==> config.mk <==
export PLATFORM = sky130hd
export DESIGN_NAME = param_logic_unit
export DESIGN_NICKNAME = d
export VERILOG_FILES = /design/src/rtl/param_logic_unit.sv
export SDC_FILE = /design/constraint.sdc
export NUM_CORES = 1
export LEC_CHECK = 0
export BUFFER_PORTS_ARGS = -buffer_cell sky130_fd_sc_hd__buf_2
export CAP_MARGIN = 10
export CELL_PAD_IN_SITES_DETAIL_PLACEMENT = 0
export CELL_PAD_IN_SITES_GLOBAL_PLACEMENT = 1
export CORE_UTILIZATION = 36
export DETAILED_ROUTE_END_ITERATION = 10
export PLACE_DENSITY_LB_ADDON = 0.1
export SKIP_LAST_GASP = 1
export SYNTH_ARGS = -nofsm -noshare
export SYNTH_HDL_FRONTEND = slang
export SYNTH_SLANG_ARGS = --single-unit
==> constraint.sdc <==
create_clock -name clk -period 1.7 [get_ports clk]
set_clock_uncertainty 0.2 [all_clocks]
set_input_delay 0.085 -clock clk [delete_from_list [all_inputs] [get_ports clk]]
set_output_delay 0.085 -clock clk [all_outputs]
set_load 0.03 [all_outputs]
==> src/rtl/param_logic_unit.sv <==
// param_logic_unit: registered bitwise logic unit with accumulator and valid/ready handshakes.
//
// Ports:
//   clk        - system clock, all state updates on the rising edge
//   rst_n      - synchronous active-low reset
//   in_valid   - upstream presents an operation
//   in_ready   - unit can accept an operation this cycle
//   a, b       - operands (WIDTH bits)
//   sel        - operation: 0 NAND, 1 AND, 2 OR, 3 NOR, 4 XOR, 5 XNOR, 6 NOT A, 7 NOT B
//   acc_mode   - replace operand B with the accumulator
//   clear_acc  - clear the accumulator (an accept in the same cycle wins)
//   out_valid  - out holds an undelivered result
//   out_ready  - downstream takes the result this cycle
//   out        - registered result
//   op_count   - accepted operations, modulo 256
module param_logic_unit #(
    parameter int WIDTH = 8
) (
    input  logic             clk,
    input  logic             rst_n,
    input  logic             in_valid,
    output logic             in_ready,
    input  logic [WIDTH-1:0] a,
    input  logic [WIDTH-1:0] b,
    input  logic [2:0]       sel,
    input  logic             acc_mode,
    input  logic             clear_acc,
    output logic             out_valid,
    input  logic             out_ready,
    output logic [WIDTH-1:0] out,
    output logic [7:0]       op_count
);
    logic [WIDTH-1:0] out_q, out_d, acc_q, acc_d, b_eff, res;
    logic             valid_q, valid_d, accept;
    logic [7:0]       cnt_q, cnt_d;

    // A pending clear zeroes the accumulator operand so the result reflects the clear.
    assign b_eff    = acc_mode ? (clear_acc ? '0 : acc_q) : b;
    assign in_ready = rst_n & (~valid_q | out_ready);
    assign accept   = in_valid & in_ready;

    always_comb begin
        res = '0;
        case (sel)
            3'd0: res = ~(a & b_eff);
            3'd1: res = a & b_eff;
            3'd2: res = a | b_eff;
            3'd3: res = ~(a | b_eff);
            3'd4: res = a ^ b_eff;
            3'd5: res = ~(a ^ b_eff);
            3'd6: res = ~a;
            default: res = ~b_eff;
        endcase
    end

    always_comb begin
        out_d   = accept ? res : out_q;
        valid_d = accept ? 1'b1 : (out_ready ? 1'b0 : valid_q);
        acc_d   = accept ? res : (clear_acc ? '0 : acc_q);
        cnt_d   = accept ? cnt_q + 8'd1 : cnt_q;
    end

    always_ff @(posedge clk) begin
        if (!rst_n) begin
            out_q   <= '0;
            valid_q <= 1'b0;
            acc_q   <= '0;
            cnt_q   <= '0;
        end else begin
            out_q   <= out_d;
            valid_q <= valid_d;
            acc_q   <= acc_d;
            cnt_q   <= cnt_d;
        end
    end

    assign out       = out_q;
    assign out_valid = valid_q;
    assign op_count  = cnt_q;
endmodule

## Yosys cells after proc, flatten, opt, wreduce, memory -nomap -nowiden

Index checks and enable logic that the tools add are counted.

| cells by class | value |
|---|---|
| add/sub/neg operators | 1 |
| equality and inequality tests | 6 |
| mux-type cells | 6 |
| bitwise gates (word level) | 12 |
| reductions and logical operators | 2 |

Operators by type and width:

| kind | number |
|---|---|
| $pmux 8 s7 | 1 |
| $not 8->8 | 5 |
| $mux 8 | 3 |
| $eq 3x3->1 const B | 3 |
| $add 8x1->8 const B | 1 |
| $and 8x8->8 | 1 |
| $or 8x8->8 | 1 |
| $xor 8x8->8 | 1 |
| $eq 3x2->1 const B | 2 |
| $eq 3x1->1 const B | 1 |
| $logic_not 3->1 | 1 |
| $and 1x1->1 | 2 |
| $mux 1 | 2 |
| $reduce_bool 2->1 | 1 |
| $not 1->1 | 1 |
| $or 1x1->1 | 1 |

| word-level totals | value |
|---|---|
| flip-flop bits (word level) | 25 |
| input port bits | 25 |
| output and inout bits | 18 |
| logic and storage cells | 31 |

## Logic depth before layout (Yosys ltp)

Gate-level depths: netlist of run 1.

| depth | value |
|---|---|
| depth after elaboration | 6 |
| gate-level depth with buffers | 8 |
| gate-level depth less buffers | 8 |

## Worst setup path before layout of run 1

Ideal clock, no wire load.

| timing path | value |
|---|---|
| path kind | register to register |
| start point | reg acc_q[0] |
| end point | reg acc_q[0] |
| library setup time | 124 ps |
| arrival time | 1609 ps |
| required time | 1376 ps |
| slack | -233 ps |
| stages on the path, launching flop included | 8 |
| buffers on the path | 0 |
| period minus slack after synthesis | 1933 ps |
| path through | dfxtp_1 > nor2b_1 > mux2i_1 > ha_1 > and2b_1 > a211o_1 > a311oi_2 > o21ai_1 |

| on the way | value |
|---|---|
| cells in the longest elaborated chain, start to end | 6 |
| elaborated cells between the ends (all ways) | 11 |
| those cells by class | 4 x mux; 7 x bitwise |

RTL lines:

| item | RTL line | RTL |
|---|---|---|
| from (decl) | 33 | `logic [WIDTH-1:0] out_q, out_d, acc_q, acc_d, b_eff, res;` |
| from (signal assigned) | 67 | `acc_q <= '0;` |
| from (signal assigned) | 72 | `acc_q <= acc_d;` |
| $mux 8 (*) | n/a |  |
| $mux 8 | 38 | `assign b_eff = acc_mode ? (clear_acc ? '0 : acc_q) : b;` |
| $xor 8x8->8 (tied with other cells) | 49, 50 |  |
| $not 8->8, on equally long branches | 50, 45, 48 |  |
| $pmux 8 s7 | 44 | `case (sel)` |
| $mux 8 (*) | 59 | `acc_d = accept ? res : (clear_acc ? '0 : acc_q);` |

Mark *: on every way between the ends. The rest lies on a longest branch, timed or not.
A chain may end at the register's enable or synchronous reset.

## Worst setup path after layout of run 1

| timing path | value |
|---|---|
| start point | reg acc_q[0] |
| end point | reg out_q[0] (netlist: out[0]) |

| on the way | value |
|---|---|
| cells in the longest elaborated chain, start to end | 5 |
| elaborated cells between the ends (all ways) | 10 |
| those cells by class | 3 x mux; 7 x bitwise |

RTL lines:

| item | RTL line | RTL |
|---|---|---|
| $mux 8 (*) | n/a |  |
| $mux 8 (*) | 38 |  |
| $xor 8x8->8 (tied with other cells) | 49, 50 |  |
| $not 8->8, on equally long branches | 50, 45, 48 |  |
| $pmux 8 s7 (*) | 44 |  |
| to (signal assigned) | 70 | `out_q <= out_d;` |
| to (decl) | 33 |  |

Marked as above.

==> run summary, run 1 <==
- **leading cell types in the layout, fill and taps excluded** sky130_fd_sc_hd__buf_2, sky130_fd_sc_hd__nand2_1, sky130_fd_sc_hd__buf_4
- **Pwr per Cell Area** 567.8 nW/µm²
- **maximum net fanout on the critical path** 2
- **insertion delay to the later sink of the worst-skew pair** 0.27 ns
- **DP Cell Count** 367
- **pin count of the biggest net entering global routing** 17
- **first-pass GRT wire length** 7596 µm
- **clock sink count** 25
- **total routed wire length on the met1 layer** 2518 µm
- **area of the multi-input gates** 1496 µm²
- **cell at the slowest stage of the critical path** sky130_fd_sc_hd__a311oi_2
- **Starting Density** 37.71%
- **clock-pin slew of the registers on the worst-case setup and hold paths** 0.09 ns
- **CP Data Required Time** 1.65 ns
- **proportion of layout cells with a drive suffix above 1** 38.98%
- **cts bufs inserted** 3
- **final number of max-transition violations** 0
- **Worst-Margin Slew** 0.4142 ns
- **category of the worst setup path capture point** register
- **die span in x** 75.38 µm
- **result of the run** finished with violations
- **yosys synthesis warning count** 0
- **largest cells by area after synthesis** sky130_fd_sc_hd__dfxtp_1, sky130_fd_sc_hd__ha_1, sky130_fd_sc_hd__nand2_1, sky130_fd_sc_hd__nor2b_1, sky130_fd_sc_hd__o21ai_1
- **area grow syn2layout** 41.12%
- **max layer used** met4
- **Vias** 1896
- **Cell Area, Synth** 1938 µm²
- **RSZ-0062 raised after global routing** yes
- **post-synth net total** 284
- **ordered cell list for the critical path** nor2b_4 > mux2i_4 > ha_4 > and2b_1 > a211o_1 > a311oi_2 > o21ai_1
- **cells on worst reg2reg path** 7
- **Static Leak** 1.184 nW
- **height of the chip** 75.38 µm
- **number of global-route vias before repair** 1648
- **number of input and output port buffers inserted** 42
- **clock root buffer master** sky130_fd_sc_hd__clkbuf_8
- **fraction of the cycle the final worst path needs** 117.2%
- **start of the worst register-to-register path** acc_q[0]
- **GP Congestion** 0.7487
- **startpoint-to-endpoint class of the critical path** register to register
- **nets@finish** 356
- **total length of routed wires** 4969 µm
- **FF+latch count, synth** 25
- **Max Fclk** 501.8 MHz
- **distinct cell type count after synthesis** 41
- **failing checks** setup timing
- **most common cell after layout, fill and taps aside** sky130_fd_sc_hd__buf_2
- **antenna violations before repair** 0
- **critical path arrival** 1.94 ns
- **Core Footprint** 5140 µm²
- **number of primary I/O pins** 43
- **post-layout util** 53.21%
- **critical register-to-register path endpoint** out[0]
- **share of the synthesized area in the top cell type** 25.82%
- **count of final hold-check violations** 0
- **worst rel slew slack** 72.39%
- **maximum root-to-sink buffer count** 2
- **path class of the lowest-slack min-delay path** primary input to register
- **portion of the post-synthesis area used by sequential elements** 25.82%
- **final instance area** 2735 µm²
- **per-cell via count in the routed design** 4.950
- **detailed-router iteration count before antenna repair** 4
- **Die Area** 5681 µm²
- **placement row count** 26
- **mean post-synth cell area** 8.009 µm²
- **DR WL/cell** 12.97 µm
- **Placed Instance Area** 2429 µm²
- **drc violations** 0
- **Setup Total Neg Slack** -3.533 ns
- **gate count of the mapped netlist** 242
- **fill cell total of the finished layout** 535
- **final setup slack of the worst path** -0.2930 ns
- **largest area contributor in the netlist** sky130_fd_sc_hd__dfxtp_1
- **final count of negative-setup-slack endpoints** 16
- **Period minus WS final** 1.993 ns
- **Critical Path Source Type** register
- **H-Tree Level Count** 1
- **worst-case vdd ir drop** 0.2674 mV
- **maxcap violations** 0
- **total global-route track usage** 17.46%
- **detailed route wirelength on metal2** 2293 µm
- **Storage cell area** 503.0 µm²
- **crit path launch** acc_q[0]
- **diode count** 0
- **detailed placer's ending HPWL** 3698 µm
- **final std cells w/o fill** 383
- **TritonCTS clock tree** done
- **total grt overflow** 0
- **post-detailed-route count of antenna-violating nets** 0
- **maximum single-stage delay on the critical path** 0.35 ns
- **Starting DRT DRC Count** 47
- **internal reg-to-reg setup slack** -0.29 ns
- **detailed-routed wire length on met3** 122 µm
- **endpoint of the worst setup timing path** out[0]
[critical path: cells and delay by family (launching register included)]
family,cells,cell delay (ns)
AO/OA/AOI/OAI,3,0.70
AND/OR/NAND/NOR,2,0.28
multiplexers,1,0.17
adder cells (fa/ha/maj),1,0.23
flip-flops,1,0.31
[kinds of logic after synthesis]
logic type               synth area share (%)
AO/OA/AOI/OAI                           24.15
flip-flops                              25.82
adder cells (fa/ha/maj)                 10.97
AND/OR/NAND/NOR                         25.37
buffers and inverters                   8.005
multiplexers                            5.229
XOR/XNOR                               0.4520
[registers in the layout, indices dropped and copies added (netlist names)]
name / cells
acc_q: 8
out_valid: 1
op_count: 8
out: 8
[metrics by stage]
step | power, mW | hold WS (ns) | worst slack [ns]
CTS | 1.512 | 0.05441 | -0.3192
floorplan | 0.9598 | 0.01447 | -0.1982
global placement | 1.129 | 0.1642 | -0.5093
detailed placement | 1.130 | 0.1686 | -0.4736
finish | 1.553 | 0.04963 | -0.2930
global route | 1.650 | 0.06861 | -0.3651
[final cells by class]
type	count	share of cell area, %
multi-input cells	184	54.71
repair buffers	80	19.30
well taps	70	3.202
flip-flops and latches	25	18.39
clock buffers	4	1.647
inverters	20	2.745
[power breakdown]
part	switching (mW)	leakage (nW)	internal, mW
clock	0.186	0.0228	0.168
combinational	0.296	0.956	0.265
sequential	0.0172	0.205	0.621
[how the worst min path moves through the flow]
stage             start   endpoint  slack [ns]  depth (start not counted)
6_report         sel[2]   acc_q[7]        0.05                          3
5_1_grt          sel[2]   acc_q[7]        0.07                          3
4_1_cts          sel[2]   acc_q[7]        0.05                          3
3_5_place_dp   in_valid  out_valid        0.17                          3
3_3_place_gp   in_valid  out_valid        0.16                          3
2_1_floorplan  in_valid  out_valid        0.01                          2
[cells in the mapped netlist, drive strengths merged]
cell / count
a211o: 6
o311ai: 1
or4: 1
nand3: 12
and2: 1
a31o: 1
nor2b: 22
nor4: 2
nand3b: 1
and2b: 1
nor4bb: 2
and3: 2
o41ai: 1
inv: 20
a311oi: 6
o22ai: 1
nand4bb: 1
mux2i: 9
nand2: 36
a211oi: 7
or3: 3
o21ai: 36
nor2: 2
xnor2: 1
mux2: 1
or2: 2
dfxtp: 25
buf: 13
o31ai: 1
ha: 17
a21oi: 6
nand2b: 2
[per-layer routing]
metal | global-route usage [%] | vias up
li1 | - | 995
met1 | 24.88 | 870
met2 | 28.77 | 29
met3 | 0.7937 | 2
met4 | 4.938 | 0
met5 | 0 | -
[timing repair]
item,CTS,global route
buffers inserted,2,7
gates cloned,0,0
gates resized for setup,10,18
pin swaps,7,11
hold buffers,3,0
endpoints found under the hold margin,4,0
endpoints found under the setup margin,16,18
Note: power is estimated with default switching activity, not from simulation.
==> run 2, diff against run 1 <==
--- a/config.mk
+++ b/config.mk
@@ -5,11 +5,12 @@
 export SDC_FILE = /design/constraint.sdc
 export NUM_CORES = 1
 export LEC_CHECK = 0
+export ABC_AREA = 1
 export BUFFER_PORTS_ARGS = -buffer_cell sky130_fd_sc_hd__buf_2
 export CAP_MARGIN = 10
 export CELL_PAD_IN_SITES_DETAIL_PLACEMENT = 0
 export CELL_PAD_IN_SITES_GLOBAL_PLACEMENT = 1
-export CORE_UTILIZATION = 36
+export CORE_UTILIZATION = 34
 export DETAILED_ROUTE_END_ITERATION = 10
 export PLACE_DENSITY_LB_ADDON = 0.1
 export SKIP_LAST_GASP = 1
==> run summary, run 2 <==
- **final count of negative-setup-slack endpoints** 4, -12
- **post-layout util** 44.99%, -8.2 points
- **per-cell via count in the routed design** 4.991, +0.82%
- **final setup slack of the worst path** -0.02433 ns, +0.2686 ns
- **number of global-route vias before repair** 2058, +25%
- **result of the run** finished with violations
- **number of primary I/O pins** 43, unchanged
- **number of input and output port buffers inserted** 42, unchanged
- **path class of the lowest-slack min-delay path** primary input to register
- **Critical Path Source Type** register
- **most common cell in the netlist** sky130_fd_sc_hd__nand2_1
- **fill cell total of the finished layout** 642, +20%
- **start of the worst register-to-register path** acc_q[6]
- **DR WL/cell** 12.51 µm, -3.6%
- **RSZ-0062 raised after global routing** yes
- **Starting Density** 35.31%, -2.4 points
- **insertion delay to the later sink of the worst-skew pair** 0.27 ns, about the same
- **cell at the slowest stage of the critical path** sky130_fd_sc_hd__dfxtp_2
- **final instance area** 2664 µm², -2.6%
- **area grow syn2layout** 27.41%
- **H-Tree Level Count** 1, unchanged
- **category of the worst setup path capture point** register
- **Die Area** 6467 µm², +14%
- **Cell Area, Synth** 2091 µm², +7.9%
- **Post CTS Setup Buffer Count** 0, -2
- **Placed Instance Area** 2432 µm², +0.15%
- **worst-case vdd ir drop** 0.3427 mV, +28%
- **maximum root-to-sink buffer count** 2, unchanged
- **count of flip-flops with a built-in enable after synthesis** 0, unchanged
- **Vias** 2266, +20%
- **Static Leak** 1.348 nW, +14%
- **FF+latch count, synth** 25, unchanged
- **Core Footprint** 5921 µm², +15%
- **failing checks** hold timing, setup timing
- **proportion of layout cells with a drive suffix above 1** 30.34%, -8.6 points
- **pin count of the biggest net entering global routing** 34, +17
- **most common cell after layout, fill and taps aside** sky130_fd_sc_hd__nand2_1
- **largest cells by area after synthesis** sky130_fd_sc_hd__dfxtp_1, sky130_fd_sc_hd__nand2_1, sky130_fd_sc_hd__nand3_1, sky130_fd_sc_hd__ha_1, sky130_fd_sc_hd__inv_1
- **Worst-Margin Slew** 0.3548 ns, -0.05944 ns
- **maximum single-stage delay on the critical path** 0.33 ns, -0.02 ns
- **Pwr per Cell Area** 548.3 nW/µm², -3.4%
- **height of the chip** 80.42 µm, +6.7%
- **ordered cell list for the critical path** nand3_1 > o21ai_1 > buf_4 > inv_1 > ha_4 > inv_1 > nand4_1 > nand2_1 > nor2_1 > nand2_1 > nand2_2 > a21oi_2
- **count of final hold-check violations** 7, +7
- **clock root buffer master** sky130_fd_sc_hd__clkbuf_8
- **clock sink count** 25, unchanged
- **leading cell types in the layout, fill and taps excluded** sky130_fd_sc_hd__nand2_1, sky130_fd_sc_hd__inv_1, sky130_fd_sc_hd__nand3_1
- **largest area contributor in the netlist** sky130_fd_sc_hd__dfxtp_1
- **gate count of the mapped netlist** 327, +35%
- **cts bufs inserted** 3, unchanged
- **GP Congestion** 0.7588, +1.3%
- **Period minus WS final** 1.724 ns, -0.2686 ns
- **post-detailed-route count of antenna-violating nets** 0, unchanged
- **detailed placer's ending HPWL** 4167 µm, +13%
- **CP Data Required Time** 1.65 ns, about the same
- **Commonest cells post-synth** sky130_fd_sc_hd__nand2_1, sky130_fd_sc_hd__inv_1, sky130_fd_sc_hd__nand3_1, sky130_fd_sc_hd__a21oi_1
- **placement row count** 28, +7.7%
- **drc violations** 0, unchanged
- **post-synth net total** 369, +30%
- **final std cells w/o fill** 454, +19%
- **HP Start** rst_n
- **mean post-synth cell area** 6.394 µm², -20%
- **die span in x** 80.42 µm, +6.7%
- **total length of routed wires** 5681 µm, +14%
- **DP Cell Count** 447, +22%
- **antenna violations before repair** 0, unchanged
- **yosys synthesis warning count** 0, unchanged
- **first-pass GRT wire length** 9397 µm, +24%
- **nets@finish** 422, +19%
- **distinct cell type count after synthesis** 25, -39%
- **maxcap violations** 0, unchanged
- **total grt overflow** 0, unchanged
- **fraction of registers with async set/reset** 0%, unchanged
- **maximum net fanout on the critical path** 2, unchanged
- **Top FF cell, synth** sky130_fd_sc_hd__dfxtp_1
- **final number of max-transition violations** 0, unchanged
- **portion of the post-synthesis area used by sequential elements** 23.94%, -1.9 points
- **share of the synthesized area in the top cell type** 23.94%, -1.9 points
- **TritonCTS clock tree** done
- **worst rel slew slack** 76.32%, +3.9 points
- **Starting DRT DRC Count** 77, +64%
- **minimum hold slack** -0.07412 ns, -0.1238 ns
- **detailed-router iteration count before antenna repair** 4, unchanged
- **Max Fclk** 579.9 MHz, +16%
- **clock-pin slew of the registers on the worst-case setup and hold paths** 0.09 ns, about the same
- **startpoint-to-endpoint class of the critical path** register to register
- **total power after layout** 1.461 mW, -5.9%
- **crit path launch** acc_q[6]
- **diode count** 0, unchanged
- **total global-route track usage** 18.39%, +0.93 points
- **critical path arrival** 1.67 ns, -0.27 ns
- **Post-CTS Hold Fix Bufs** 3, unchanged
- **fraction of the cycle the final worst path needs** 101.4%, -16 points
run 2: changes by cell type after synthesis, sizes merged, moves of 22 or more:
cell,delta
nand4,+25
a21oi,+31
nor2b,-22
nand2,+24
inv,+39
nand3,+33
o21ai,-25
nor2,+25
run 2: worst max-delay path, delay by kind of cell, from the launching register on:
kind | cells | cell delay (ns)
AOI/OAI and AO/OA | 2 | 0.14
adders and majority gates | 1 | 0.26
buffers and inverters | 3 | 0.21
DFF | 1 | 0.33
and+or+nand+nor | 6 | 0.46
run 2: repair_timing:
action | 4_1_cts | 5_1_grt
pin swaps | 3 | 7
setup endpoints to repair | 12 | 18
hold endpoints to repair | 8 | 7
gates resized for setup | 15 | 31
run 2: cells by family after synthesis:
group	count (synthesis)	share of synthesized area (%)
XOR/XNOR	1	0.4190
buffers and inverters	77	17.29
adder cells (fa/ha/maj)	17	10.17
AND/OR/NAND/NOR	159	36.68
flip-flops	25	23.94
AO/OA/AOI/OAI	48	11.49
run 2: final timing paths:
| path | cells past startpoint | slack, ns | end |
|---|---|---|---|
| max | 12 | -0.02 | acc_q[6] |
| min | 3 | -0.07 | op_count[2] |
| max reg2reg | 12 | -0.02 | acc_q[6] |
| min reg2reg | 2 | 0.26 | out[1] |
run 2: area by class of cell:
| type | instances | area [µm²] | share of cell area, % |
|---|---|---|---|
| clock buffer | 3 | 41.29 | 1.550 |
| timing repair buffer | 66 | 410.4 | 15.41 |
| tap | 75 | 93.84 | 3.523 |
| sequential | 25 | 509.2 | 19.12 |
| clock inverter | 1 | 5.005 | 0.1879 |
| multi-input combinational | 225 | 1375 | 51.62 |
| inverter | 59 | 229.0 | 8.596 |
run 2: report_power, final:
part	internal, mW	switching, mW	total [mW]	leakage (nW)
Clock	0.164	0.187	0.351	0.0255
Sequential	0.612	0.0156	0.628	0.207
Combinational	0.181	0.302	0.482	1.12
Total	0.957	0.504	1.46	1.35
run 2: metrics by stage:
| stage | setup TNS, ns | setup slack, ns |
|---|---|---|
| finish | -0.07271 | -0.02433 |
| global route | -1.561 | -0.1609 |
| CTS | -0.2513 | -0.04445 |
| detailed placement | -1.372 | -0.1926 |
| global placement | -1.248 | -0.1773 |
| floorplan | 0 | 0.1166 |
run 2: routing by layer:
| metal | share of wire, % | track usage, % | vias to the layer above |
|---|---|---|---|
| li1 | - | - | 1176 |
| met1 | 46 | 23.72 | 1038 |
| met2 | 49 | 31.78 | 47 |
| met3 | 4.0 | 3.182 | 5 |
| met4 | 0.72 | 3.750 | 0 |
| met5 | 0 | 0 | - |
==> run 3, diff against run 2 <==
--- a/config.mk
+++ b/config.mk
@@ -5,14 +5,14 @@
 export SDC_FILE = /design/constraint.sdc
 export NUM_CORES = 1
 export LEC_CHECK = 0
-export ABC_AREA = 1
 export BUFFER_PORTS_ARGS = -buffer_cell sky130_fd_sc_hd__buf_2
 export CAP_MARGIN = 10
 export CELL_PAD_IN_SITES_DETAIL_PLACEMENT = 0
 export CELL_PAD_IN_SITES_GLOBAL_PLACEMENT = 1
-export CORE_UTILIZATION = 34
+export CORE_UTILIZATION = 36
 export DETAILED_ROUTE_END_ITERATION = 10
-export PLACE_DENSITY_LB_ADDON = 0.1
+export MAX_ROUTING_LAYER = met4
+export PLACE_DENSITY = 0.81
 export SKIP_LAST_GASP = 1
 export SYNTH_ARGS = -nofsm -noshare
 export SYNTH_HDL_FRONTEND = slang
==> run summary, run 3 (same netlist as run 1, synthesis figures left out) <==
- **maxcap violations** 0, unchanged
- **total global-route track usage** 17.92%, -0.46 points
- **Vias** 1905, -16%
- **path class of the lowest-slack min-delay path** primary input to register
- **GP Congestion** 0.8372, +10%
- **Static Leak** 1.136 nW, -16%
- **number of global-route vias before repair** 1683, -18%
- **Starting DRT DRC Count** 104, +35%
- **critical path arrival** 1.94 ns, +0.27 ns
- **RSZ-0062 raised after global routing** yes
- **DP Cell Count** 362, -19%
- **area grow syn2layout** 39.12%
- **first-pass GRT wire length** 7645 µm, -19%
- **proportion of layout cells with a drive suffix above 1** 39.34%, +9.0 points
- **failing checks** setup timing
- **placement row count** 26, -7.1%
- **Setup Total Neg Slack** -3.633 ns, -3.560 ns
- **pin count of the biggest net entering global routing** 22, -35%
- **worst-case vdd ir drop** 0.2550 mV, -26%
- **insertion delay to the later sink of the worst-skew pair** 0.27 ns, about the same
- **total length of routed wires** 4916 µm, -13%
- **die span in x** 75.38 µm, -6.3%
- **Critical Path Source Type** register
- **post-layout util** 52.46%, +7.5 points
- **final number of max-transition violations** 0, unchanged
- **nets@finish** 348, -18%
- **CP Data Required Time** 1.66 ns, about the same
- **Starting Density** 37.71%, +2.4 points
- **detailed-router iteration count before antenna repair** 4, unchanged
- **TritonCTS clock tree** done
- **number of input and output port buffers inserted** 42, unchanged
- **fill cell total of the finished layout** 517, -19%
- **total grt overflow** 0, unchanged
- **maximum net fanout on the critical path** 2, unchanged
- **Period minus WS final** 1.978 ns, +0.2538 ns
- **Die Area** 5681 µm², -12%
- **Pwr per Cell Area** 575.1 nW/µm², +4.9%
- **diode count** 0, unchanged
- **DR WL/cell** 13.11 µm, +4.8%
- **maximum root-to-sink buffer count** 2, unchanged
- **drc violations** 0, unchanged
- **per-cell via count in the routed design** 5.080, +1.8%
- **H-Tree Level Count** 1, unchanged
- **detailed placer's ending HPWL** 3566 µm, -14%
- **final setup slack of the worst path** -0.2781 ns, -0.2538 ns
- **leading cell types in the layout, fill and taps excluded** sky130_fd_sc_hd__buf_2, sky130_fd_sc_hd__nand2_1, sky130_fd_sc_hd__o21ai_1, sky130_fd_sc_hd__buf_4, sky130_fd_sc_hd__dfxtp_1
- **count of final hold-check violations** 0, -7
- **clock-pin slew of the registers on the worst-case setup and hold paths** 0.09 ns, about the same
- **clock sink count** 25, unchanged
- **height of the chip** 75.38 µm, -6.3%
- **Worst-Margin Slew** 0.4318 ns, +0.07707 ns
- **category of the worst setup path capture point** register
- **Core Footprint** 5140 µm², -13%
- **post-detailed-route count of antenna-violating nets** 0, unchanged
- **number of primary I/O pins** 43, unchanged
- **startpoint-to-endpoint class of the critical path** register to register
- **worst rel slew slack** 71.21%, -5.1 points
- **final std cells w/o fill** 375, -17%
- **Max Fclk** 505.5 MHz, -13%
- **most common cell after layout, fill and taps aside** sky130_fd_sc_hd__buf_2
- **clock root buffer master** sky130_fd_sc_hd__clkbuf_8
- **antenna violations before repair** 0, unchanged
- **cts bufs inserted** 3, unchanged
- **final count of negative-setup-slack endpoints** 16, +12
- **fraction of the cycle the final worst path needs** 116.4%, +15 points
- **result of the run** finished with violations
## run 3: changes by cell type in the layout (fill, tap and decap cells not counted), sizes merged, moves of 24 or more
cell   previous run  this run
nor2             27         2
nand2            60        36
a21oi            37         6
nand4            25         0
inv              59        19
o21ai            11        36
nand3            45        12
## run 3: layer usage
metal | track usage [%] | wire [µm] | share of wire, % | vias to the layer above
met1 | 22.96 | 2297 | 47 | 888
li1 | - | - | - | 970
met5 | - | 0 | 0 | -
met4 | 3.704 | 33 | 0.67 | 0
met3 | 1.323 | 185 | 3.8 | 4
met2 | 31.05 | 2400 | 49 | 43
## run 3: what timing repair did
| item | 4_1_cts | 5_1_grt |
|---|---|---|
| pin swaps | 12 | 10 |
| setup endpoints to repair | 16 | 17 |
| hold buffers | 3 | 0 |
| buffers inserted | 4 | 2 |
| gates resized for setup | 17 | 20 |
| endpoints found under the hold margin | 4 | 0 |
## run 3: area by class of cell
| cell class | count | area, µm² | area share [%] |
|---|---|---|---|
| repair buffers | 72 | 459.2 | 17.03 |
| well taps | 70 | 87.58 | 3.248 |
| flip-flops and latches | 25 | 503.0 | 18.65 |
| clock buffers | 3 | 41.29 | 1.531 |
| clock inverters | 1 | 5.005 | 0.1856 |
| inverters | 20 | 78.83 | 2.923 |
| multi-input cells | 184 | 1521 | 56.43 |
## run 3: final timing paths
| kind | end | startpoint | slack (ns) | cells after the start |
|---|---|---|---|---|
| max | acc_q[6] | acc_q[6] | -0.28 | 7 |
| min | out[4] | sel[2] | 0.01 | 3 |
| max reg2reg | acc_q[6] | acc_q[6] | -0.28 | 7 |
| min reg2reg | out[0] | out[0] | 0.25 | 2 |
## run 3: power by group
| group | internal [mW] | switching, mW |
|---|---|---|
| Combinational | 0.253 | 0.299 |
| Clock | 0.164 | 0.197 |
| Sequential | 0.621 | 0.0168 |
| Total | 1.04 | 0.512 |
## run 3: metrics by stage
step	area (µm²)	worst slack (ns)	hold slack (ns)	total power, mW
after floorplan	1991	-0.1982	0.01447	0.9598
after global routing	2696	-0.3689	0.04142	1.629
final	2696	-0.2781	0.01344	1.551
after detailed placement	2379	-0.4538	0.1614	1.115
after global placement	2379	-0.4695	0.1611	1.109
after CTS	2559	-0.2773	0.009770	1.511
## run 3: critical path, stage by stage, from the launching register on
cell	delay (ns)
sky130_fd_sc_hd__dfxtp_1	0.31
sky130_fd_sc_hd__nor2b_4	0.12
sky130_fd_sc_hd__mux2i_2	0.20
sky130_fd_sc_hd__ha_1	0.29
sky130_fd_sc_hd__nor2b_4	0.13
sky130_fd_sc_hd__a211o_1	0.25
sky130_fd_sc_hd__a311oi_2	0.28
sky130_fd_sc_hd__o21ai_1	0.09
